File: src/rtl/serial_subtractor_pkg.sv
// Shared types and helpers for the bit-serial subtractor.
package serial_sub_pkg;

    // FSM encoding: idle, shifting bits, one-cycle completion
    typedef enum logic [1:0] {
        ST_IDLE = 2'd0,
        ST_RUN  = 2'd1,
        ST_DONE = 2'd2
    } state_e;

    // Bit-counter width for a given operand width; at least one bit
    function automatic int cnt_w(input int width);
        return (width <= 2) ? 1 : $clog2(width);
    endfunction

endpackage

File: src/rtl/serial_subtractor_if.sv
// Start/busy/done request-result bundle of the serial subtractor.
interface serial_subtractor_if #(
    parameter int WIDTH = 8
);
    logic             start;
    logic [WIDTH-1:0] a;
    logic [WIDTH-1:0] b;
    logic             bin;
    logic             busy;
    logic             done;
    logic [WIDTH-1:0] diff;
    logic             bout;

    // requester side
    modport master (
        output start, a, b, bin,
        input  busy, done, diff, bout
    );

    // subtractor side
    modport slave (
        input  start, a, b, bin,
        output busy, done, diff, bout
    );
endinterface

File: src/rtl/full_subtractor.sv
// Combinational 1-bit subtractor cell: diff = a - b - bin.
module full_subtractor (
    input  logic a,
    input  logic b,
    input  logic bin,
    output logic diff,
    output logic bout
);
    // Borrow when b exceeds a, or when a==b and a borrow comes in
    always_comb begin
        diff = a ^ b ^ bin;
        bout = (~a & b) | (~(a ^ b) & bin);
    end
endmodule

File: src/rtl/serial_subtractor.sv
// Bit-serial ripple subtractor: one full_subtractor cell, registered borrow,
// operands consumed LSB first, result shifted in from the top.
module serial_subtractor
    import serial_sub_pkg::*;
#(
    parameter int WIDTH = 8
) (
    input  logic              clk,
    input  logic              rst_n,
    serial_subtractor_if.slave bus
);
    localparam int CNT_W = cnt_w(WIDTH);

    state_e             state_q, state_d;
    logic [WIDTH-1:0]   a_sh, b_sh, diff_q;
    logic [CNT_W-1:0]   cnt_q;
    logic               brw_q, bout_q;
    logic               load, shift, last;
    logic               cell_d, cell_bo;

    full_subtractor u_cell (
        .a    (a_sh[0]),
        .b    (b_sh[0]),
        .bin  (brw_q),
        .diff (cell_d),
        .bout (cell_bo)
    );

    assign last = (cnt_q == CNT_W'(WIDTH - 1));

    // State register
    always_ff @(posedge clk or negedge rst_n) begin
        if (!rst_n) state_q <= ST_IDLE;
        else        state_q <= state_d;
    end

    // Next state plus load/shift strobes; start in RUN is deliberately ignored
    always_comb begin
        state_d = state_q;
        load    = 1'b0;
        shift   = 1'b0;
        case (state_q)
            ST_IDLE: begin
                if (bus.start) begin
                    load    = 1'b1;
                    state_d = ST_RUN;
                end
            end
            ST_RUN: begin
                shift = 1'b1;
                if (last) state_d = ST_DONE;
            end
            ST_DONE: begin
                if (bus.start) begin
                    load    = 1'b1;
                    state_d = ST_RUN;
                end else begin
                    state_d = ST_IDLE;
                end
            end
            default: state_d = ST_IDLE;
        endcase
    end

    // Datapath: capture operands on accept, then one bit per clock.
    // bout only moves on the last bit so it is stable while busy.
    always_ff @(posedge clk or negedge rst_n) begin
        if (!rst_n) begin
            a_sh   <= '0;
            b_sh   <= '0;
            diff_q <= '0;
            cnt_q  <= '0;
            brw_q  <= 1'b0;
            bout_q <= 1'b0;
        end else if (load) begin
            a_sh  <= bus.a;
            b_sh  <= bus.b;
            brw_q <= bus.bin;
            cnt_q <= '0;
        end else if (shift) begin
            diff_q <= {cell_d, diff_q[WIDTH-1:1]};
            a_sh   <= a_sh >> 1;
            b_sh   <= b_sh >> 1;
            brw_q  <= cell_bo;
            cnt_q  <= cnt_q + CNT_W'(1);
            if (last) bout_q <= cell_bo;
        end
    end

    assign bus.busy = (state_q == ST_RUN);
    assign bus.done = (state_q == ST_DONE);
    assign bus.diff = diff_q;
    assign bus.bout = bout_q;
endmodule

File: src/flat_wrapper.sv
// flat-port wrapper written by rule: the top's interface ports become plain ports
module serial_subtractor_flat import serial_sub_pkg::*;
#(
    parameter int WIDTH = 8
)
  (clk, rst_n, bus_start, bus_a, bus_b, bus_bin, bus_busy, bus_done, bus_diff, bus_bout);
  serial_subtractor_if #(.WIDTH(WIDTH)) bus_i ();
  input  logic clk;
  input  logic rst_n;
  input wire logic [$bits(bus_i.start)-1:0] bus_start;
  input wire logic [$bits(bus_i.a)-1:0] bus_a;
  input wire logic [$bits(bus_i.b)-1:0] bus_b;
  input wire logic [$bits(bus_i.bin)-1:0] bus_bin;
  output wire logic [$bits(bus_i.busy)-1:0] bus_busy;
  output wire logic [$bits(bus_i.done)-1:0] bus_done;
  output wire logic [$bits(bus_i.diff)-1:0] bus_diff;
  output wire logic [$bits(bus_i.bout)-1:0] bus_bout;
  assign bus_i.start = bus_start;
  assign bus_i.a = bus_a;
  assign bus_i.b = bus_b;
  assign bus_i.bin = bus_bin;
  assign bus_busy = bus_i.busy;
  assign bus_done = bus_i.done;
  assign bus_diff = bus_i.diff;
  assign bus_bout = bus_i.bout;
  serial_subtractor #(.WIDTH(WIDTH)) u_core (.clk(clk), .rst_n(rst_n), .bus(bus_i));
endmodule
File: config.mk
export PLATFORM = sky130hd
export DESIGN_NAME = serial_subtractor_flat
export DESIGN_NICKNAME = d
export VERILOG_FILES = /design/src/rtl/serial_subtractor_pkg.sv /design/src/rtl/serial_subtractor_if.sv /design/src/rtl/full_subtractor.sv /design/src/rtl/serial_subtractor.sv /design/src/flat_wrapper.sv
export SDC_FILE = /design/constraint.sdc
export NUM_CORES = 1
export LEC_CHECK = 0
export BUFFER_PORTS_ARGS = -buffer_cell sky130_fd_sc_hd__buf_4
export CAP_MARGIN = 10
export CORE_MARGIN = 4
export CORE_UTILIZATION = 55
export CTS_CLUSTER_SIZE = 16
export DETAILED_ROUTE_END_ITERATION = 7
export GPL_TIMING_DRIVEN = 0
export PLACE_DENSITY = 0.82
export SETUP_SLACK_MARGIN = 0.4
export SYNTH_ARGS = -nofsm -noshare
export SYNTH_HDL_FRONTEND = slang
export SYNTH_HIERARCHICAL = 1
export SYNTH_SLANG_ARGS = --single-unit
File: constraint.sdc
create_clock -name clk -period 3.7 [get_ports clk]
set_clock_uncertainty 0.15 [all_clocks]
set_input_delay 0 -clock clk [delete_from_list [all_inputs] [get_ports clk]]
set_output_delay 0 -clock clk [all_outputs]
set_load 0.02 [all_outputs]
==> metrics.md, run 1 <==
| Metric | Value |
|---|---|
| Core area | `2760 µm²` |
| Syn Nets | `143` |
| Tot GR Track Use | `0.196` |
| Worst-path cell chain | `ha_1 -> ha_1 -> mux2_2 -> a22o_1` |
| Hpwl dp | `2.08 mm` |
| Seq pwr share | `0.402` |
| Worst-path fanout max | `3` |
| Slowest CP cell | `dfrtp_1` |
| Clk sinks | `31` |
| CTS H-tree depth | `2` |
| Gr ovfl total | `0` |
| Tmin final | `1660 ps` |
| Syn_area_per_cell | `13.3 µm²` |
| Post-synthesis simple-gate area fraction | `0.0258` |
| Die H | `61.9 µm` |
| Synth cell types | `21` |
| DR vias | `1133` |
| Largest cells by area after synthesis | `dfrtp_1, mux2i_1, mux2_2` |
| Starting Density | `0.580` |
| RSZ-0062 raised after global routing | `false` |
| Pleak | `1.06 nW` |
| Period utilisation layout | `0.449` |
| TritonCTS clock tree | `done` |
| Synth Area in XOR/XNOR | `0.00548` |
| Hold slack | `31.2 ps` |
| Routability cong. | `0.732` |
| # IOs | `31` |
| Sum Neg Setup Slack | `0 ps` |
| Main combinational cell family by area after synthesis | `multiplexers` |
| First-pass DRT Iterations | `4` |
| Final setup margin | `2040 ps` |
| Final setup viols | `0` |
| CP required | `3770 ps` |
| Compound-Gate Fraction of Synth Area | `0.0258` |
| Row count | `19` |
| EDFF count, synth | `0` |
| Hold crit path type | `primary input to register` |
| Final Max Tran Viols | `0` |
| Design Power | `1.51 mW` |
| Psw | `0.544 mW` |
| Switching share of total power | `0.360` |
| Largest net degree at the start of global routing | `26` |
| Fin cells | `208` |
| Clock buffer depth | `2` |
| Async S/R FF share, synth | `1.00` |
| Die area | `3830 µm²` |
| Sequential share of the synthesized area | `0.485` |
| Headroom to the max-slew limit | `0.782` |
| Buffers on Ports | `29` |
| Final hold viol count | `0` |
| Setup crit start kind | `register` |
| Warnings from Yosys | `6` |
| Max IR drop VDD | `587 µV` |
| Seq cells post-synth | `31` |
| Routed Antenna Nets | `0` |
| Comb pwr share | `0.466` |
| PostCTS Resize Cnt | `0` |
| DRC viols | `0` |
| Outcome | `completed` |
| Antenna violations before repair | `0` |
| Crit path arrival time | `1730 ps` |
| Layout cells sized above 1 | `0.316` |
| Die width | `61.9 µm` |
| Vias per std cell | `5.45` |
| Tightest Pin Transition | `327 ps` |
| DP Cell Count | `180` |
| Adder-cell share of the synthesized area | `0.0282` |
| CTS clk-pin slew, worst paths | `100 ps` |
| Worst skew pair latency | `330 ps` |
| FMAX | `602 MHz` |
| Post-synthesis mux area share | `0.372` |
| Cts bufs inserted | `5` |
| DR iter-0 viols | `21` |
| Most frequent cell after synthesis | `mux2i_1` |
| Total wire length | `3.10 mm` |
| Crit Path Class | `register to register` |
| Crit-path most repeated cell | `ha_1` |
| Crit-path max cell delay | `420 ps` |
| Synth top area share | `0.485` |
| Clock power frac | `0.132` |
| Synth Flop Type | `dfrtp_1` |
| # diodes | `0` |
| Int Power | `0.966 mW` |
| Wire per inst | `14.9 µm` |
| Layout Nets | `200` |
| Max-cap viol count | `0` |
| Synth cell count leaders | `mux2i_1, dfrtp_1, mux2_2` |
| Dominant cell type by area after synthesis | `dfrtp_1` |
| First-pass GRT wire length | `5.31 mm` |
| Critical Path Sink Type | `register` |
| DP Worst Slack | `2050 ps` |
| Root buffer cell | `clkbuf_4` |
| Gate Count Post-Synth | `120` |
| Layout area overhead | `33.3%` |
| Power density over cell area | `708 nW/µm²` |
| Synthesized area | `1600 µm²` |
| Vias in the first global route | `1180` |
==> registers in the layout, summed over array words and instances (netlist names) <==
signal	flops
u_core/bus.diff	8
u_core/a_sh	8
u_core/brw_q	1
u_core/b_sh	8
u_core/cnt_q	3
u_core/bus.bout	1
u_core/state_q	2
==> final cells by class <==
| type | count | area (µm²) |
|---|---|---|
| Buffer | 8 | 70.1 |
| Sequential cell | 31 | 776 |
| Tap cell | 31 | 38.8 |
| Timing Repair Buffer | 50 | 438 |
| Fill cell | 186 | 626 |
| Multi-Input combinational cell | 75 | 731 |
| Inverter | 6 | 22.5 |
| Clock inverter | 1 | 5.00 |
| Clock buffer | 6 | 51.3 |
==> stage by stage <==
step | area (µm²) | util
floorplan | 1600 | -
global placement | 1860 | 0.673
detailed placement | 1860 | 0.673
CTS | 2130 | 0.773
global route | 2130 | 0.773
finish | 2130 | 0.773
==> kinds of logic after synthesis <==
| family | after synthesis |
|---|---|
| AO/OA/AOI/OAI | 6 |
| XOR/XNOR | 1 |
| adder cells (fa/ha/maj) | 3 |
| buffers and inverters | 14 |
| flip-flops | 31 |
| multiplexers | 58 |
| AND/OR/NAND/NOR | 7 |
==> power by group through the flow <==
stage / registers (mW) / clock network (mW) / logic, mW
2_1_floorplan: 0.648 / 0 / 0.443
5_1_grt: 0.629 / 0.221 / 0.779
6_report: 0.607 / 0.199 / 0.704
4_1_cts: 0.608 / 0.203 / 0.714
3_3_place_gp: 0.600 / 0 / 0.661
3_5_place_dp: 0.614 / 0 / 0.694
==> metal layers <==
metal / wire (µm) / global-route usage
met5: 0 / 0
met4: 46 / 0.0788
met3: 189 / 0.0744
met2: 1550 / 0.330
met1: 1320 / 0.225
==> worst paths after layout <==
kind                               startpoint                  to  slack, ps  depth (start not counted)
max                           u_core/cnt_q[0]     u_core/cnt_q[2]       2040                          4
min                                 bus_start      u_core/b_sh[1]         30                          3
max reg2reg                   u_core/cnt_q[0]     u_core/cnt_q[2]       2040                          4
min reg2reg                u_core/bus.diff[0]  u_core/bus.diff[0]        360                          1
max in group asynchronous               rst_n      u_core/a_sh[1]       2640                          4
min in group asynchronous               rst_n      u_core/a_sh[5]        420                          3
==> critical path, delay by kind of cell (launching register included) <==
kind,cells,cell delay (ps)
compound gates,1,240
fa+ha+maj,2,480
flops,1,420
mux,1,260
==> cell usage in the layout, fill, tap and decap left out, types with 2 or more instances in the layout <==
cell and count:
a22o_1 2, inv_1 6, buf_4 30, ha_1 2, mux2_2 11, mux2i_1 47, buf_12 2, buf_6 2
buf_2 4, o21ai_0 2, clkbuf_4 5, dfrtp_1 31, dlygate4sd3_1 20, nand3_1 2
==> timing repair <==
action                    4_1_cts  5_1_grt
hold endpoints to repair       49        0
buffers inserted                0        0
hold buffers                   21        0
Note: power is estimated with default switching activity, not from simulation.
==> run 2: changes to the inputs <==
--- a/config.mk
+++ b/config.mk
@@ -8,11 +8,11 @@
 export BUFFER_PORTS_ARGS = -buffer_cell sky130_fd_sc_hd__buf_4
 export CAP_MARGIN = 10
 export CORE_MARGIN = 4
-export CORE_UTILIZATION = 55
+export CORE_UTILIZATION = 49
 export CTS_CLUSTER_SIZE = 16
 export DETAILED_ROUTE_END_ITERATION = 7
 export GPL_TIMING_DRIVEN = 0
-export PLACE_DENSITY = 0.82
+export PLACE_DENSITY = 0.78
 export SETUP_SLACK_MARGIN = 0.4
 export SYNTH_ARGS = -nofsm -noshare
 export SYNTH_HDL_FRONTEND = slang
==> constraint.sdc (replaced) <==
create_clock -name clk -period 1.4 [get_ports clk]
set_clock_uncertainty 0.15 [all_clocks]
set_input_delay 0 -clock clk [delete_from_list [all_inputs] [get_ports clk]]
set_output_delay 0 -clock clk [all_outputs]
set_load 0.02 [all_outputs]
==> run 2 against run 1 <==
Against the previous run: the flow now finishes with violations (hold timing, setup timing); critical path depth stayed put; register-to-register slack got worse by 2200 ps; non-clock buffer count is 25 higher; clock power rose by 140%; final area is 22% higher; utilization up 7.5 points; worst setup slack lost 2200 ps; global-route usage shrank 0.89 points; fmax increased by 8.6%; wire length rose by 38%; largest cell class is now buffers; largest power group unchanged.
==> metrics.md, run 2 (same netlist as run 1, synthesis figures left out) <==
| Metric | Value |
|---|---|
| Power density over cell area | `2010 nW/µm² (+180%)` |
| Most frequent cells in the layout | `mux2i_1, dfrtp_1, buf_4` |
| Die width | `65.1 µm (+5.2%)` |
| Layout Nets | `225 (+13%)` |
| Buffers on Ports | `29 (unchanged)` |
| Layout area overhead | `63.2%` |
| Final setup viols | `12 (+12)` |
| Failing checks | `hold timing, setup timing` |
| DR iter-0 viols | `42 (+100%)` |
| # diodes | `0 (unchanged)` |
| FMAX | `654 MHz (+8.6%)` |
| CP required | `1480 ps (-2290 ps)` |
| Crit path arrival time | `1610 ps (-120 ps)` |
| Slowest CP cell | `dfrtp_1` |
| Cts bufs inserted | `5 (unchanged)` |
| First-pass GRT wire length | `5.98 mm (+13%)` |
| Vias in the first global route | `1279 (+8.4%)` |
| Outcome | `finished, violations left` |
| Total wire length | `4.27 mm (+38%)` |
| GR peak layer | `met2` |
| Crit-path most repeated cell | `ha_4` |
| RSZ-0062 raised after global routing | `true` |
| Headroom to the max-slew limit | `0.738 (-0.0436)` |
| Largest net degree at the start of global routing | `32 (+23%)` |
| Worst-path cell chain | `ha_4 -> ha_4 -> mux2_4 -> a22o_1` |
| Routability cong. | `0.693 (-5.3%)` |
| Critical Path Sink Type | `register` |
| Die H | `65.1 µm (+5.2%)` |
| Clk sinks | `31 (unchanged)` |
| Routed Antenna Nets | `0 (unchanged)` |
| First-pass DRT Iterations | `4 (unchanged)` |
| Hold crit path type | `primary input to asynchronous set/reset pin` |
| Tot GR Track Use | `0.187 (-0.00890)` |
| Die area | `4240 µm² (+11%)` |
| Core area | `3080 µm² (+12%)` |
| Commonest non-fill, non-tap cell in the layout | `mux2i_1` |
| # IOs | `31 (unchanged)` |
| TritonCTS clock tree | `done` |
| Root buffer cell | `clkbuf_4` |
| DRC viols | `0 (unchanged)` |
| Final setup margin | `-129 ps (-2170 ps)` |
| Final Max Tran Viols | `0 (unchanged)` |
| Crit-path max cell delay | `420 ps (about the same)` |
| Layout cells sized above 1 | `0.483 (+0.166)` |
| Row count | `20 (+1)` |
| Pleak | `1.27 nW (+20%)` |
| Post-layout util | `0.848 (+0.0748)` |
| Wire per inst | `17.4 µm (+17%)` |
| Hold slack | `-31.7 ps (-62.9 ps)` |
| Gr ovfl total | `0 (unchanged)` |
| Vias per std cell | `5.20 (-4.5%)` |
| M2 GR Usage | `0.335 (+0.00427)` |
| Worst path bufs/invs | `0 (unchanged)` |
| Hpwl dp | `2.11 mm (+1.3%)` |
| Tightest Pin Transition | `393 ps (+65.5 ps)` |
| Sum Neg Setup Slack | `-707 ps (-707 ps)` |
| Setup crit start kind | `register` |
| Max-cap viol count | `0 (unchanged)` |
| Worst skew pair latency | `340 ps (about the same)` |
| Design Power | `5.24 mW (+250%)` |
| Starting Density | `0.520 (-0.0603)` |
| Antenna violations before repair | `0 (unchanged)` |
| Met3 usage | `0.0444 (-0.0299)` |
| Tmin final | `1530 ps (-132 ps)` |
| CTS H-tree depth | `2 (unchanged)` |
| M1 GR Usage | `0.218 (-0.00746)` |
| Worst path top cell family by delay | `flip-flops` |
| DR vias | `1275 (+13%)` |
| Clock buffer depth | `2 (unchanged)` |
| Worst-path fanout max | `2 (-1)` |
| Fill count | `156 (-16%)` |
| Max IR drop VDD | `1080 µV (+84%)` |
| Final hold viol count | `31 (+31)` |
| CTS clk-pin slew, worst paths | `100 ps (about the same)` |
| Crit Path Class | `register to register` |
| Period utilisation layout | `1.09 (+0.643)` |
[run 2: changes by cell type in the layout (fill, tap and decap cells not counted), sizes merged]
cell and change:
clkbuf +1, inv -1, dlygate4sd3 -1, buf +25
[run 2: routing by layer]
layer / routed length [µm] / part of all wire
met1: 1750 / 0.41
met2: 2230 / 0.52
met3: 167 / 0.039
met4: 128 / 0.030
met5: 0 / 0
[run 2: final timing paths]
kind,slack [ps],cells after the start,to,start
setup / recovery,-130,4,u_core/cnt_q[2],u_core/cnt_q[1]
hold / removal,-30,2,u_core/bus.diff[3],rst_n
setup reg to reg,-130,4,u_core/cnt_q[2],u_core/cnt_q[1]
hold reg to reg,400,1,u_core/bus.diff[0],u_core/bus.diff[0]
max in group asynchronous,820,2,u_core/state_q[1],rst_n
min in group clk,0,3,u_core/a_sh[2],bus_start
[run 2: layout make-up]
| cell class | count | area (µm²) | share of cell area |
|---|---|---|---|
| buffer | 8 | 104 | 0.0398 |
| clock buffer | 6 | 41.3 | 0.0158 |
| inverter | 6 | 27.5 | 0.0105 |
| multi-input combinational | 75 | 842 | 0.323 |
| sequential | 31 | 777 | 0.298 |
| tap | 44 | 55.1 | 0.0211 |
| timing repair buffer | 75 | 763 | 0.292 |
[run 2: what timing repair did]
action	CTS	global route
hold buffers	19	0
gates resized for setup	24	21
setup endpoints to repair	42	42
endpoints found under the hold margin	49	0
setup buffers	12	14
cloned	0	1
pin swaps	2	6
[run 2: power breakdown]
group	internal, mW	total, mW	switching (mW)	leakage [nW]
combinational	1.88	3.08	1.20	0.863
clock	0.178	0.472	0.294	0.0242
sequential	1.31	1.70	0.391	0.381
total	3.36	5.24	1.88	1.27
[run 2: per-stage QoR]
stage | std cells | area (µm²) | setup slack (ps)
final | 245 | 2610 | -129
after detailed placement | 193 | 1960 | -132
after global routing | 245 | 2610 | -149
after global placement | 193 | 1960 | -92.3
after CTS | 230 | 2400 | -116
after floorplan | 120 | 1690 | -80.0
